--- config.mk ---
export PLATFORM = sky130hd
export DESIGN_NAME = neuron_layer_scheduler
export DESIGN_NICKNAME = d
export VERILOG_FILES = /design/src/rtl/neuron_layer_scheduler.sv
export SDC_FILE = /design/constraint.sdc
export NUM_CORES = 1
export LEC_CHECK = 0
export ABC_CLOCK_PERIOD_IN_PS = 3450
export CAP_MARGIN = 10
export CORE_MARGIN = 2
export CORE_UTILIZATION = 25
export DETAILED_ROUTE_END_ITERATION = 7
export GPL_ROUTABILITY_DRIVEN = 0
export HOLD_SLACK_MARGIN = 0.06
export PLACE_DENSITY = 0.52
export SETUP_SLACK_MARGIN = 0.15
export SLEW_MARGIN = 20
export SYNTH_ARGS = -nofsm -noshare
export SYNTH_HDL_FRONTEND = slang
export SYNTH_SLANG_ARGS = --single-unit
export TNS_END_PERCENT = 10
--- constraint.sdc ---
create_clock -name clk -period 3.45 [get_ports clk]
set_clock_uncertainty 0.2 [all_clocks]
set_input_delay 0.69 -clock clk [delete_from_list [all_inputs] [get_ports clk]]
set_output_delay 0.69 -clock clk [all_outputs]
set_load 0.005 [all_outputs]
--- src/rtl/neuron_layer_scheduler.sv ---
// Time-multiplexes N_NEURONS neurons onto one external combinational neuron datapath.
// Optional spike counter: define SCHED_SPIKE_COUNT_EN to enable spike_count accumulation.
module neuron_layer_scheduler #(
  parameter int N_NEURONS   = 4,
  parameter int n_stage     = 3,
  parameter int n_membrane  = n_stage + 2,
  parameter int n_threshold = n_membrane - 1
) (
  input  logic                          clk,
  input  logic                          reset,
  input  logic                          step_valid,
  output logic                          step_ready,
  input  logic [2**n_stage-1:0]         step_inputs,
  input  logic                          cfg_we,
  input  logic [$clog2(N_NEURONS)-1:0]  cfg_addr,
  input  logic [2**n_stage-1:0]         cfg_weights,
  input  logic [2:0]                    shift,
  input  logic [n_threshold-1:0]        threshold,
  output logic [2**n_stage-1:0]         dp_inputs,
  output logic [2**n_stage-1:0]         dp_weights,
  output logic [2:0]                    dp_shift,
  output logic [n_threshold-1:0]        dp_threshold,
  output logic signed [n_membrane-1:0]  dp_last_membrane,
  output logic                          dp_was_spike,
  input  logic signed [n_membrane-1:0]  dp_new_membrane,
  input  logic                          dp_is_spike,
  output logic [N_NEURONS-1:0]          spikes,
  output logic                          spikes_valid,
  output logic                          busy,
  output logic [15:0]                   spike_count
);

  localparam int N_SYN = 2 ** n_stage;
  localparam int IDX_W = $clog2(N_NEURONS);
  localparam logic [IDX_W-1:0] LAST_IDX = IDX_W'(N_NEURONS - 1);

  typedef enum logic [1:0] {
    IDLE = 2'd0,
    RUN  = 2'd1,
    DONE = 2'd2
  } state_t;

  state_t                       state;
  logic [IDX_W-1:0]             index;
  logic [N_SYN-1:0]             inputs_q;
  logic [N_SYN-1:0]             weights_q  [N_NEURONS];
  logic signed [n_membrane-1:0] membrane_q [N_NEURONS];
  logic [N_NEURONS-1:0]         was_spike_q;
  logic [N_NEURONS-1:0]         result_q;
  logic [N_NEURONS-1:0]         result_next;
  logic [IDX_W-1:0]             sel;

  // Outside RUN the datapath still sees neuron 0 so its outputs stay defined.
  assign sel = (state == RUN) ? index : '0;

  assign dp_inputs        = inputs_q;
  assign dp_weights       = weights_q[sel];
  assign dp_last_membrane = membrane_q[sel];
  assign dp_was_spike     = was_spike_q[sel];
  assign dp_shift         = shift;
  assign dp_threshold     = threshold;

  assign step_ready = (state == IDLE) && !reset;
  assign busy       = (state != IDLE);

  // Result vector including the neuron being evaluated this cycle.
  always_comb begin
    result_next        = result_q;
    result_next[index] = dp_is_spike;
  end

  always_ff @(posedge clk) begin
    if (reset) begin
      state        <= IDLE;
      index        <= '0;
      inputs_q     <= '0;
      was_spike_q  <= '0;
      result_q     <= '0;
      spikes       <= '0;
      spikes_valid <= 1'b0;
      for (int i = 0; i < N_NEURONS; i++) begin
        weights_q[i]  <= '0;
        membrane_q[i] <= '0;
      end
    end else begin
      spikes_valid <= 1'b0;
      unique case (state)
        IDLE: begin
          // A same-cycle weight write lands before the step's first RUN read.
          if (cfg_we && (int'(cfg_addr) < N_NEURONS)) begin
            weights_q[cfg_addr] <= cfg_weights;
          end
          if (step_valid && step_ready) begin
            inputs_q <= step_inputs;
            index    <= '0;
            result_q <= '0;
            state    <= RUN;
          end
        end
        RUN: begin
          membrane_q[index]  <= dp_new_membrane;
          was_spike_q[index] <= dp_is_spike;
          result_q           <= result_next;
          if (index == LAST_IDX) begin
            spikes       <= result_next;
            spikes_valid <= 1'b1;
            state        <= DONE;
          end else begin
            index <= index + 1'b1;
          end
        end
        DONE: begin
          index <= '0;
          state <= IDLE;
        end
        default: state <= IDLE;
      endcase
    end
  end

`ifdef SCHED_SPIKE_COUNT_EN
  localparam int POP_W = $clog2(N_NEURONS + 1);

  logic [15:0]      count_q;
  logic [POP_W-1:0] pop;
  logic [16:0]      count_sum;

  always_comb begin
    pop = '0;
    for (int i = 0; i < N_NEURONS; i++) begin
      pop = pop + POP_W'(spikes[i]);
    end
    count_sum = {1'b0, count_q} + 17'(pop);
  end

  // spikes already holds the finished result while in DONE.
  always_ff @(posedge clk) begin
    if (reset) begin
      count_q <= '0;
    end else if (state == DONE) begin
      count_q <= count_sum[16] ? 16'hFFFF : count_sum[15:0];
    end
  end

  assign spike_count = count_q;
`else
  assign spike_count = 16'd0;
`endif

endmodule

==> results of run 1 <==
state kept, by name, indices dropped and copies added (netlist names):
| name | cells |
|---|---|
| spikes | 4 |
| state | 2 |
| index | 2 |
| was_spike_q | 4 |
| dp_inputs | 8 |
| spikes_valid | 1 |
| weights_q | 32 |
| result_q | 3 |
| membrane_q | 20 |
synth_stat cells (all sizes together):
library cell	count
or4b	1
nor3	1
ha	4
a21oi	7
and3b	2
o21ai	3
inv	8
o211ai	2
nand2	47
edfxtp	52
a211oi	17
and3	1
buf	35
dfxtp	24
o31ai	1
nor2b	2
nor3b	4
o21bai	3
or2	4
mux2i	3
nand2b	1
conb	1
a41o	2
a31oi	18
nor2	8
nand3b	11
clkbuf	8
nand3	9
and2	65
nor4b	3
nor4	2
path summary, 6_finish.rpt:
check | from | to | slack, ns
worst max register to register | index[0] | membrane_q[1][1] | 1.33
worst max-delay path | index[1] | dp_weights[4] | 0.29
worst min register to register | spikes[3] | spikes[3] | 0.27
worst min-delay path | spikes[3] | spikes[3] | 0.27
worst max-delay path: cells and delay by family (launching register included):
family,cells,cell delay (ns)
buffers and inverters,2,0.72
DFF,1,0.53
AOI/OAI and AO/OA,2,0.39
and+or+nand+nor,1,0.29
stage by stage:
stage / std cells / worst slack (ns)
after floorplan: 364 / 1.34
after global placement: 571 / 0.604
after detailed placement: 571 / 0.567
after CTS: 587 / 0.242
after global routing: 587 / 0.126
final: 587 / 0.294
logic make-up after synthesis:
logic type | Yosys count
mux | 3
other cells | 1
compound gates | 53
simple gates | 161
buf+inv | 51
fa+ha+maj | 4
flops | 76
metal layers:
| metal | vias up | routed length (um) | share of wire [%] | global-route usage, % |
|---|---|---|---|---|
| met5 | - | 0 | 0 | 0 |
| met2 | 55 | 4160 | 47 | 18.4 |
| met3 | 9 | 359 | 4.1 | 2.66 |
| li1 | 1290 | - | - | - |
| met1 | 1273 | 4160 | 47 | 15.0 |
| met4 | 0 | 127 | 1.4 | 4.07 |
power by group:
part | switching [mW] | total [mW] | leakage [nW] | internal (mW)
clock | 0.393 | 0.957 | 0.144 | 0.564
combinational | 0.135 | 0.260 | 0.860 | 0.125
sequential | 0.0182 | 1.04 | 0.735 | 1.02
cell type report:
class                           count  area, sq um
Clock inverter                      7         72.6
Timing Repair Buffer               66          648
Tap cell                          184          230
Fill cell                        1464         9890
Inverter                            8         33.8
Multi-Input combinational cell    237         1450
Sequential cell                    76         2040
Clock buffer                        9          225
timing repair:
action                                  CTS  global route
hold endpoints to repair                  0             0
setup buffers                             0             0
endpoints found under the setup margin    0             5
resized for setup                         0             1
==> Implementation_results.wiki, run 1 <==
{| class="wikitable"
! Metric !! Value
|-
| Status || finished, final reports clean
|-
| Post-synthesis share of cell area spent on xor and xnor gates || 0%
|-
| Library cell used as clock root buffer || sky130_fd_sc_hd__clkbuf_16
|-
| Chip Width || 126 um
|-
| Std cell rows || 44
|-
| Sequential fraction of the synthesis area || 54.6%
|-
| Multiplexer share of the synthesized area || 0.803%
|-
| CP peak stage delay || 0.53 ns
|-
| Design area || 4700 sq um
|-
| Post-synth top area share || 41.8%
|-
| Post-DP Area || 4400 sq um
|-
| Area contributors post-synth || sky130_fd_sc_hd__edfxtp_1 (42%), sky130_fd_sc_hd__dfxtp_1 (13%), sky130_fd_sc_hd__and2_1 (11%)
|-
| WS Path Type || reg2out
|-
| Standard cell with the maximum stage delay on the critical path || sky130_fd_sc_hd__dfxtp_1
|-
| Die height || 126 um
|-
| Clk slew on worst S/H paths || 0.06 ns
|-
| Remaining antenna violation count || 0
|-
| Setup violators final || 0
|-
| Initial DRC count || 142
|-
| Syn Inst Count || 349
|-
| Final cycle utilization of the critical path || 91.5%
|-
| Remaining Overflow, GRT || 0
|-
| Clock network latency to the later pin of the worst-skew pair || 0.33 ns
|-
| Worst slack on hold paths || 0.269 ns
|-
| Register-to-Register Path Depth || 4
|-
| Inserted Clock Buffers || 9
|-
| # port buffers || 56
|-
| Unrepaired setup endpoints after global routing || yes
|-
| Commonest non-fill, non-tap cells in the layout || sky130_fd_sc_hd__and2_1 (65), sky130_fd_sc_hd__clkdlybuf4s50_1 (56), sky130_fd_sc_hd__edfxtp_1 (52)
|-
| Number of antenna cells inserted || 0
|-
| Maximum frequency from static timing analysis || 317 MHz
|-
| Total Power Consumption || 2.26 mW
|-
| Most common cell after layout, fill and taps aside || sky130_fd_sc_hd__and2_1
|-
| Basic-gate share of the synthesized area counting and, or, nand and nor cells || 25.5%
|-
| Largest net degree at the start of global routing || 31
|-
| Vias in the first global route || 2630
|-
| Post-synthesis average cell area || 10.7 sq um
|-
| Maximum vdd drop || 0.238 mV
|-
| Initial antenna violation count || 0
|-
| Overall fraction of global-route tracks in use || 11.4%
|-
| Number of placed I/O pins || 87
|-
| Number of cells traversed by the worst hold path || 2
|-
| Overall via count from detail_route || 2627
|-
| CTS tree || yes
|-
| Wire per inst || 15.0 um
|-
| Layout-stage area growth over the synthesis result || 25.7%
|-
| H-tree depth reported by CTS || 3
|-
| Post-synthesis cell type count || 39
|-
| Standard cell core area || 14600 sq um
|-
| Top fanout value on the critical path || 26
|-
| Fraction of the mapped netlist area in adder cells || 1.34%
|-
| Combinational family with the most area after synthesis || simple AND/OR/NAND/NOR gates
|-
| Fin crit period || 3.16 ns
|-
| Post-synthesis cell area || 3740 sq um
|-
| Summed negative setup slack over all endpoints || 0 ns
|-
| Number of warnings printed during yosys synthesis || 0
|-
| First-pass DRT Iterations || 4
|-
| Hold-fix buffers at CTS || 0
|-
| DR vias/cell || 4.48
|-
| Worst EP required || 2.56 ns
|-
| Utilization after layout || 32.2%
|-
| Hold WC Path Type || reg2reg
|-
| Signal arrival time at the worst endpoint || 2.27 ns
|-
| Areal power density over the cells || 481 nW/um^2
|-
| Buffers from clock root to sink, at most || 2
|-
| Initial Util || 25.6%
|-
| Wire length of the first global-routing pass || 14.1 mm
|-
| Startpoint class of the critical path || flip-flop
|-
| Drt total wl || 8.81 mm
|-
| Final Hold Viols || 0
|-
| Nets || 437
|-
| Post-synth top area cell || sky130_fd_sc_hd__edfxtp_1
|-
| Sink count of the clock tree || 76
|-
| Critical-path cell list || nand3b_1 -> buf_12 -> a211oi_1 -> a31oi_1 -> clkdlybuf4s50_1
|-
| Number of maximum-capacitance violations || 0
|-
| Number of synthesized register bits || 76
|-
| Number of pins with negative max-slew slack in the final report || 0
|-
| Dpl hpwl || 6.20 mm
|-
| LEAKAGE || 1.74 nW
|-
| Area of the die || 16000 sq um
|-
| Number of remaining DRC errors || 0
|-
| Post-synthesis compound-gate area fraction || 9.50%
|-
| Fraction of final layout cells with drive strength greater than 1 || 9.93%
|-
| Worst setup EP type || primary output
|}
No activity file was read; power rests on OpenSTA's default activity.
==> run 2, diff against run 1 <==
--- a/config.mk
+++ b/config.mk
@@ -13,6 +13,7 @@
 export GPL_ROUTABILITY_DRIVEN = 0
 export HOLD_SLACK_MARGIN = 0.06
 export PLACE_DENSITY = 0.52
+export RECOVER_POWER = 25
 export SETUP_SLACK_MARGIN = 0.15
 export SLEW_MARGIN = 20
 export SYNTH_ARGS = -nofsm -noshare
==> constraint.sdc (replaced) <==
create_clock -name clk -period 3.45 [get_ports clk]
set_clock_uncertainty 0.2 [all_clocks]
set_input_delay 0.345 -clock clk [delete_from_list [all_inputs] [get_ports clk]]
set_output_delay 0.345 -clock clk [all_outputs]
set_load 0.005 [all_outputs]
==> Implementation_results.wiki, run 2 (synthesis results as in run 1) <==
{| class="wikitable"
! Metric !! Value
|-
| Status || finished, final reports clean
|-
| Max FFs per register || 32 (unchanged)
|-
| Setup violators final || 0 (unchanged)
|-
| Maximum frequency from static timing analysis || 332 MHz (+4.8%)
|-
| Standard cell core area || 14600 sq um (unchanged)
|-
| Actual transition at the worst max-transition pin || 0.798 ns
|-
| Initial antenna violation count || 0 (unchanged)
|-
| Worst-case hold path end point || spikes[3]
|-
| Final Hold Viols || 0 (unchanged)
|-
| Buffers from clock root to sink, at most || 2 (unchanged)
|-
| Hold-fix buffers at CTS || 0 (unchanged)
|-
| DR WL met2 || 4.47 mm (+7.7%)
|-
| Unrepaired setup endpoints after global routing || no
|-
| Std cell rows || 44 (unchanged)
|-
| Inserted Clock Buffers || 9 (unchanged)
|-
| Worst reg2reg path startpoint || state[0]
|-
| Sequential fraction of design power || 48.6% (+2.5 points)
|-
| Nets || 434 (-0.69%)
|-
| Remaining antenna violation count || 0 (unchanged)
|-
| Quantity of gates resized following cts || 0 (unchanged)
|-
| DR vias/cell || 4.48 (about the same)
|-
| Number of placed I/O pins || 87 (unchanged)
|-
| Multi-input gate area in the final layout || 1430 sq um (-1.5%)
|-
| Drt total wl || 8.97 mm (+1.9%)
|-
| Max-slew headroom || 46.7%
|-
| Wire per inst || 15.4 um (+2.4%)
|-
| Area of the die || 16000 sq um (unchanged)
|-
| Maximum vdd drop || 0.179 mV (-25%)
|-
| Dpl hpwl || 6.23 mm (+0.49%)
|-
| Initial DRC count || 98 (-31%)
|-
| Final cycle utilization of the critical path || 87.3% (-4.2 points)
|-
| Post-CTS repair timing setup buffer count || 0 (unchanged)
|-
| Register-to-Register Path Depth || 4 (unchanged)
|-
| Top metal layer carrying routed signals || met4
|-
| Hold WC Path Type || reg2reg
|-
| Remaining Overflow, GRT || 0 (unchanged)
|-
| Met3 wirelength from detailed routing || 436 um (+21%)
|-
| Number of remaining DRC errors || 0 (unchanged)
|-
| Summed negative setup slack over all endpoints || 0 ns (unchanged)
|-
| First-pass DRT Iterations || 4 (unchanged)
|-
| Worst setup EP type || primary output
|-
| Vias in the first global route || 2715 (+3.2%)
|-
| Fraction of final layout cells with drive strength greater than 1 || 8.00% (-1.9 points)
|-
| Most common cell after layout, fill and taps aside || sky130_fd_sc_hd__and2_1
|-
| Switching fraction of total power || 24.5% (+0.27 points)
|-
| Met1 Routed Length || 3.94 mm (-5.4%)
|-
| Sw Pwr || 0.527 mW (-3.7%)
|-
| Area of all sequential standard cells || 2040 sq um (unchanged)
|-
| Clock network power share || 40.1% (-2.3 points)
|-
| Register with the most flip-flops || weights_q
|-
| LEAKAGE || 1.73 nW (-0.61%)
|-
| H-tree depth reported by CTS || 3 (unchanged)
|-
| Worst Setup SP || state[0]
|-
| Largest net degree at the start of global routing || 40 (+29%)
|-
| Worst EP required || 2.90 ns (+0.34 ns)
|-
| Fin crit period || 3.01 ns (-0.145 ns)
|-
| Clk slew on worst S/H paths || 0.06 ns (about the same)
|-
| Flop2flop setup slack || 0.70 ns (-0.63 ns)
|-
| Clock network latency to the later pin of the worst-skew pair || 0.33 ns (about the same)
|-
| Number of cells traversed by the worst hold path || 2 (unchanged)
|-
| Number of inserted filler cells in the final layout || 1486 (+1.5%)
|-
| WS Path Type || reg2out
|-
| Number of pins with negative max-slew slack in the final report || 0 (unchanged)
|-
| Share of total power in combinational logic || 11.3% (-0.2 points)
|-
| Startpoint class of the critical path || flip-flop
|-
| Worst slack on hold paths || 0.250 ns (-0.0195 ns)
|-
| Overall via count from detail_route || 2616 (-0.42%)
|-
| # port buffers || 56 (unchanged)
|-
| Sink count of the clock tree || 76 (unchanged)
|-
| Library cell used as clock root buffer || sky130_fd_sc_hd__clkbuf_16
|-
| Overall fraction of global-route tracks in use || 11.6% (+0.22 points)
|-
| Initial Util || 25.6% (unchanged)
|-
| Wire length of the first global-routing pass || 14.4 mm (+2.2%)
|-
| Layout-stage area growth over the synthesis result || 23.3%
|-
| Signal arrival time at the worst endpoint || 2.47 ns (+0.20 ns)
|-
| Top fanout value on the critical path || 16 (-38%)
|-
| Areal power density over the cells || 467 nW/um^2 (-2.8%)
|-
| Number of maximum-capacitance violations || 0 (unchanged)
|-
| Cell Int Power || 1.63 mW (-5.1%)
|-
| Commonest non-fill, non-tap cells in the layout || sky130_fd_sc_hd__and2_1 (61), sky130_fd_sc_hd__edfxtp_1 (52), sky130_fd_sc_hd__nand2_1 (47)
|-
| Hold path startpoint || spikes[3]
|-
| Chip Width || 126 um (unchanged)
|-
| Die height || 126 um (unchanged)
|-
| CTS tree || yes
|-
| Number of antenna cells inserted || 0 (unchanged)
|-
| RR Endpoint || weights_q[0][5]
|}
[run 2: changes by cell type in the layout (fill, tap and decap cells not counted), sizes merged]
cell	change
clkbuf	+2
bufinv	-1
clkinvlp	-1
clkdlybuf4s50	-14
dlygate4sd3	+14
inv	-1
clkinv	+2
buf	-4
[run 2: power groups by stage]
| stage | clock, mW | combinational (mW) | sequential (mW) |
|---|---|---|---|
| global placement | 0 | 0.250 | 1.07 |
| finish | 0.863 | 0.244 | 1.05 |
| CTS | 0.885 | 0.255 | 1.05 |
| global route | 0.919 | 0.272 | 1.05 |
| detailed placement | 0 | 0.253 | 1.07 |
| floorplan | 0 | 0.146 | 1.06 |
[run 2: metrics by stage]
stage | util (%) | total power, mW | cell area, sq um | cells | setup WS [ns]
6_report | 31.6 | 2.15 | 4610 | 584 | 0.439
5_1_grt | 31.6 | 2.24 | 4610 | 584 | 0.223
4_1_cts | 31.8 | 2.19 | 4630 | 584 | 0.388
3_5_place_dp | 29.9 | 1.32 | 4370 | 568 | 0.761
3_3_place_gp | 29.9 | 1.31 | 4370 | 568 | 0.850
2_1_floorplan | - | 1.21 | 3800 | 364 | 1.69
[run 2: worst max-delay path by stage]
stage | slack [ns] | endpoint
finish | 0.44 | dp_weights[1]
global route | 0.22 | dp_weights[7]
CTS | 0.39 | dp_weights[1]
detailed placement | 0.76 | dp_weights[1]
global placement | 0.85 | dp_weights[1]
floorplan | 1.69 | weights_q[0][0]
[run 2: routing by layer]
metal,vias to the layer above,global-route usage (%)
met3,11,2.66
met2,55,20.0
met1,1269,14.2
met4,0,4.46
li1,1281,-
met5,-,0
[run 2: area by class of cell]
type                            instances  share of cell area, %
Clock buffer                           10                   4.97
Clock inverter                          6                  0.869
Inverter                                8                  0.651
Multi-Input combinational cell        237                   31.0
Sequential cell                        76                   44.3
Tap cell                              184                   4.99
Timing Repair Buffer                   63                   13.2
[run 2: worst max-delay path, stage by stage, from the launching register on]
cell                              delay [ns]
sky130_fd_sc_hd__dfxtp_1                0.66
sky130_fd_sc_hd__and3b_1                0.43
sky130_fd_sc_hd__buf_4                  0.24
sky130_fd_sc_hd__nand2_1                0.07
sky130_fd_sc_hd__a31oi_1                0.20
sky130_fd_sc_hd__clkdlybuf4s50_1        0.53
==> run 3, diff against run 2 <==
--- a/config.mk
+++ b/config.mk
@@ -7,6 +7,7 @@
 export LEC_CHECK = 0
 export ABC_CLOCK_PERIOD_IN_PS = 3450
 export CAP_MARGIN = 10
+export CORE_ASPECT_RATIO = 0.7
 export CORE_MARGIN = 2
 export CORE_UTILIZATION = 25
 export DETAILED_ROUTE_END_ITERATION = 7
@@ -19,4 +20,4 @@
 export SYNTH_ARGS = -nofsm -noshare
 export SYNTH_HDL_FRONTEND = slang
 export SYNTH_SLANG_ARGS = --single-unit
-export TNS_END_PERCENT = 10
+export TNS_END_PERCENT = 20
==> Implementation_results.wiki, run 3 (synthesis results as in run 1) <==
{| class="wikitable"
! Metric !! Value
|-
| Unrepaired setup endpoints after global routing || no
|-
| Top fanout value on the critical path || 15 (-1)
|-
| Initial Util || 25.5% (-0.15 points)
|-
| Setup violators final || 0 (unchanged)
|-
| Final Hold Viols || 0 (unchanged)
|-
| Signal arrival time at the worst endpoint || 2.42 ns (-0.05 ns)
|-
| Drt total wl || 8.77 mm (-2.3%)
|-
| Initial antenna violation count || 0 (unchanged)
|-
| Commonest non-fill, non-tap cells in the layout || sky130_fd_sc_hd__and2_1 (57), sky130_fd_sc_hd__edfxtp_1 (52), sky130_fd_sc_hd__nand2_1 (47)
|-
| Critical-path cell list || and3b_1 -> nand2_1 -> a31oi_1 -> clkdlybuf4s50_1
|-
| Number of remaining DRC errors || 0 (unchanged)
|-
| # port buffers || 56 (unchanged)
|-
| CP peak stage delay || 0.61 ns (-0.05 ns)
|-
| CTS tree || yes
|-
| Max FFs per register || 32 (unchanged)
|-
| Chip Width || 150 um (+19%)
|-
| Hold WC Path Type || reg2reg
|-
| Standard cell with the maximum stage delay on the critical path || sky130_fd_sc_hd__and3b_1
|-
| Worst setup EP type || primary output
|-
| Summed negative setup slack over all endpoints || 0 ns (unchanged)
|-
| Initial DRC count || 140 (+43%)
|-
| Status || finished, final reports clean
|-
| Standard cell core area || 14700 sq um (+0.59%)
|-
| Number of placed I/O pins || 87 (unchanged)
|-
| Fin crit period || 2.96 ns (-0.0492 ns)
|-
| LEAKAGE || 1.74 nW (+0.34%)
|-
| Overall fraction of global-route tracks in use || 11.7% (+0.040 points)
|-
| Number of pins with negative max-slew slack in the final report || 0 (unchanged)
|-
| H-tree depth reported by CTS || 3 (unchanged)
|-
| Library cell used as clock root buffer || sky130_fd_sc_hd__clkbuf_16
|-
| Multi-input gate area in the final layout || 1440 sq um (+0.61%)
|-
| Overall via count from detail_route || 2595 (-0.80%)
|-
| Clock network power share || 44.4% (+4.3 points)
|-
| Number of inserted filler cells in the final layout || 1484 (-0.13%)
|-
| Switching fraction of total power || 22.8% (-1.7 points)
|-
| Buffers from clock root to sink, at most || 2 (unchanged)
|-
| Final cycle utilization of the critical path || 85.8% (-1.4 points)
|-
| Vias in the first global route || 2607 (-4.0%)
|-
| Area of the die || 16000 sq um (about the same)
|-
| Areal power density over the cells || 497 nW/um^2 (+6.4%)
|-
| Share of total power in combinational logic || 10.6% (-0.7 points)
|-
| Dpl hpwl || 6.22 mm (-0.17%)
|-
| Nets || 432 (-0.46%)
|-
| Quantity of gates resized following cts || 0 (unchanged)
|-
| Layout-stage area growth over the synthesis result || 24.8%
|-
| Remaining Overflow, GRT || 0 (unchanged)
|-
| Std cell rows || 37 (-16%)
|-
| Sink count of the clock tree || 76 (unchanged)
|-
| Largest net degree at the start of global routing || 40 (unchanged)
|-
| Wire per inst || 14.8 um (-3.7%)
|-
| Sequential fraction of design power || 45.1% (-3.5 points)
|-
| Worst EP required || 2.90 ns (about the same)
|-
| Total Power Consumption || 2.32 mW (+7.8%)
|-
| Number of antenna cells inserted || 0 (unchanged)
|-
| Max-slew headroom || 40.9% (-5.8 points)
|-
| WS Path Type || reg2out
|-
| Clk slew on worst S/H paths || 0.06 ns (about the same)
|-
| Area of all sequential standard cells || 2040 sq um (unchanged)
|-
| Number of maximum-capacitance violations || 0 (unchanged)
|-
| DR vias/cell || 4.38 (-2.3%)
|-
| Worst slack on hold paths || 0.253 ns (+0.00389 ns)
|-
| Maximum vdd drop || 0.224 mV (+25%)
|-
| Inserted Clock Buffers || 9 (unchanged)
|-
| Startpoint class of the critical path || flip-flop
|-
| First-pass DRT Iterations || 4 (unchanged)
|-
| Maximum frequency from static timing analysis || 338 MHz (+1.7%)
|-
| Actual transition at the worst max-transition pin || 0.886 ns (+0.0883 ns)
|-
| Remaining antenna violation count || 0 (unchanged)
|-
| Register with the most flip-flops || weights_q
|-
| Clock network latency to the later pin of the worst-skew pair || 0.33 ns (about the same)
|-
| Sw Pwr || 0.528 mW (+0.33%)
|-
| Hold-fix buffers at CTS || 0 (unchanged)
|-
| Most common cell after layout, fill and taps aside || sky130_fd_sc_hd__and2_1
|-
| Wire length of the first global-routing pass || 14.1 mm (-2.7%)
|-
| Cell Int Power || 1.79 mW (+10%)
|-
| Fraction of final layout cells with drive strength greater than 1 || 7.79% (-0.21 points)
|-
| Post-CTS repair timing setup buffer count || 0 (unchanged)
|-
| Die height || 106 um (-16%)
|}
==> run 3: changes by cell type in the layout (fill, tap and decap cells not counted), moves of 2 or more <==
cell and change:
sky130_fd_sc_hd__and2_0 +4, sky130_fd_sc_hd__and2_1 -4, sky130_fd_sc_hd__buf_4 -4, sky130_fd_sc_hd__bufinv_16 +2, sky130_fd_sc_hd__clkinv_2 -2, sky130_fd_sc_hd__clkinvlp_4 +2
==> run 3: path summary, 6_finish.rpt <==
path | start | end | slack (ns) | cells past startpoint
worst max-delay path | index[0] | dp_weights[7] | 0.49 | 4
worst min-delay path | spikes[3] | spikes[3] | 0.25 | 2
worst max register to register | state[1] | weights_q[2][6] | 0.94 | 3
worst min register to register | spikes[3] | spikes[3] | 0.25 | 2
==> run 3: routing by layer <==
metal / vias up / track usage [%] / part of all wire [%]
met5: - / 0 / 0
met4: 0 / 3.10 / 1.2
met3: 12 / 4.12 / 5.7
met2: 58 / 17.5 / 44
met1: 1250 / 15.9 / 49
li1: 1275 / - / -
==> run 3: final cells by class <==
cell class                 count  area share [%]
clock buffer                  10            5.12
clock inverter                 6            1.88
inverter                       8           0.643
multi-input combinational    237            30.8
sequential                    76            43.7
tap                          195            5.23
timing repair buffer          61            12.6
==> run 3: critical path: cells and delay by family (launching register included) <==
| kind | cells | cell delay, ns |
|---|---|---|
| and+or+nand+nor | 2 | 0.72 |
| DFF | 1 | 0.57 |
| buffers and inverters | 1 | 0.55 |
| AOI/OAI and AO/OA | 1 | 0.24 |
==> run 3: power groups by stage <==
stage | sequential [mW] | combinational [mW] | clock, mW
floorplan | 1.06 | 0.146 | 0
global route | 1.05 | 0.272 | 1.09
detailed placement | 1.06 | 0.255 | 0
CTS | 1.05 | 0.256 | 1.05
global placement | 1.06 | 0.252 | 0
finish | 1.05 | 0.245 | 1.03
==> run 3: per-stage QoR <==
step / setup WS, ns / cell area [sq um] / util, % / std cells
5_1_grt: 0.240 / 4670 / 31.8 / 593
4_1_cts: 0.454 / 4690 / 32.0 / 593
2_1_floorplan: 1.69 / 3800 / - / 364
6_report: 0.488 / 4670 / 31.8 / 593
3_5_place_dp: 0.833 / 4360 / 29.7 / 577
3_3_place_gp: 0.838 / 4360 / 29.7 / 577
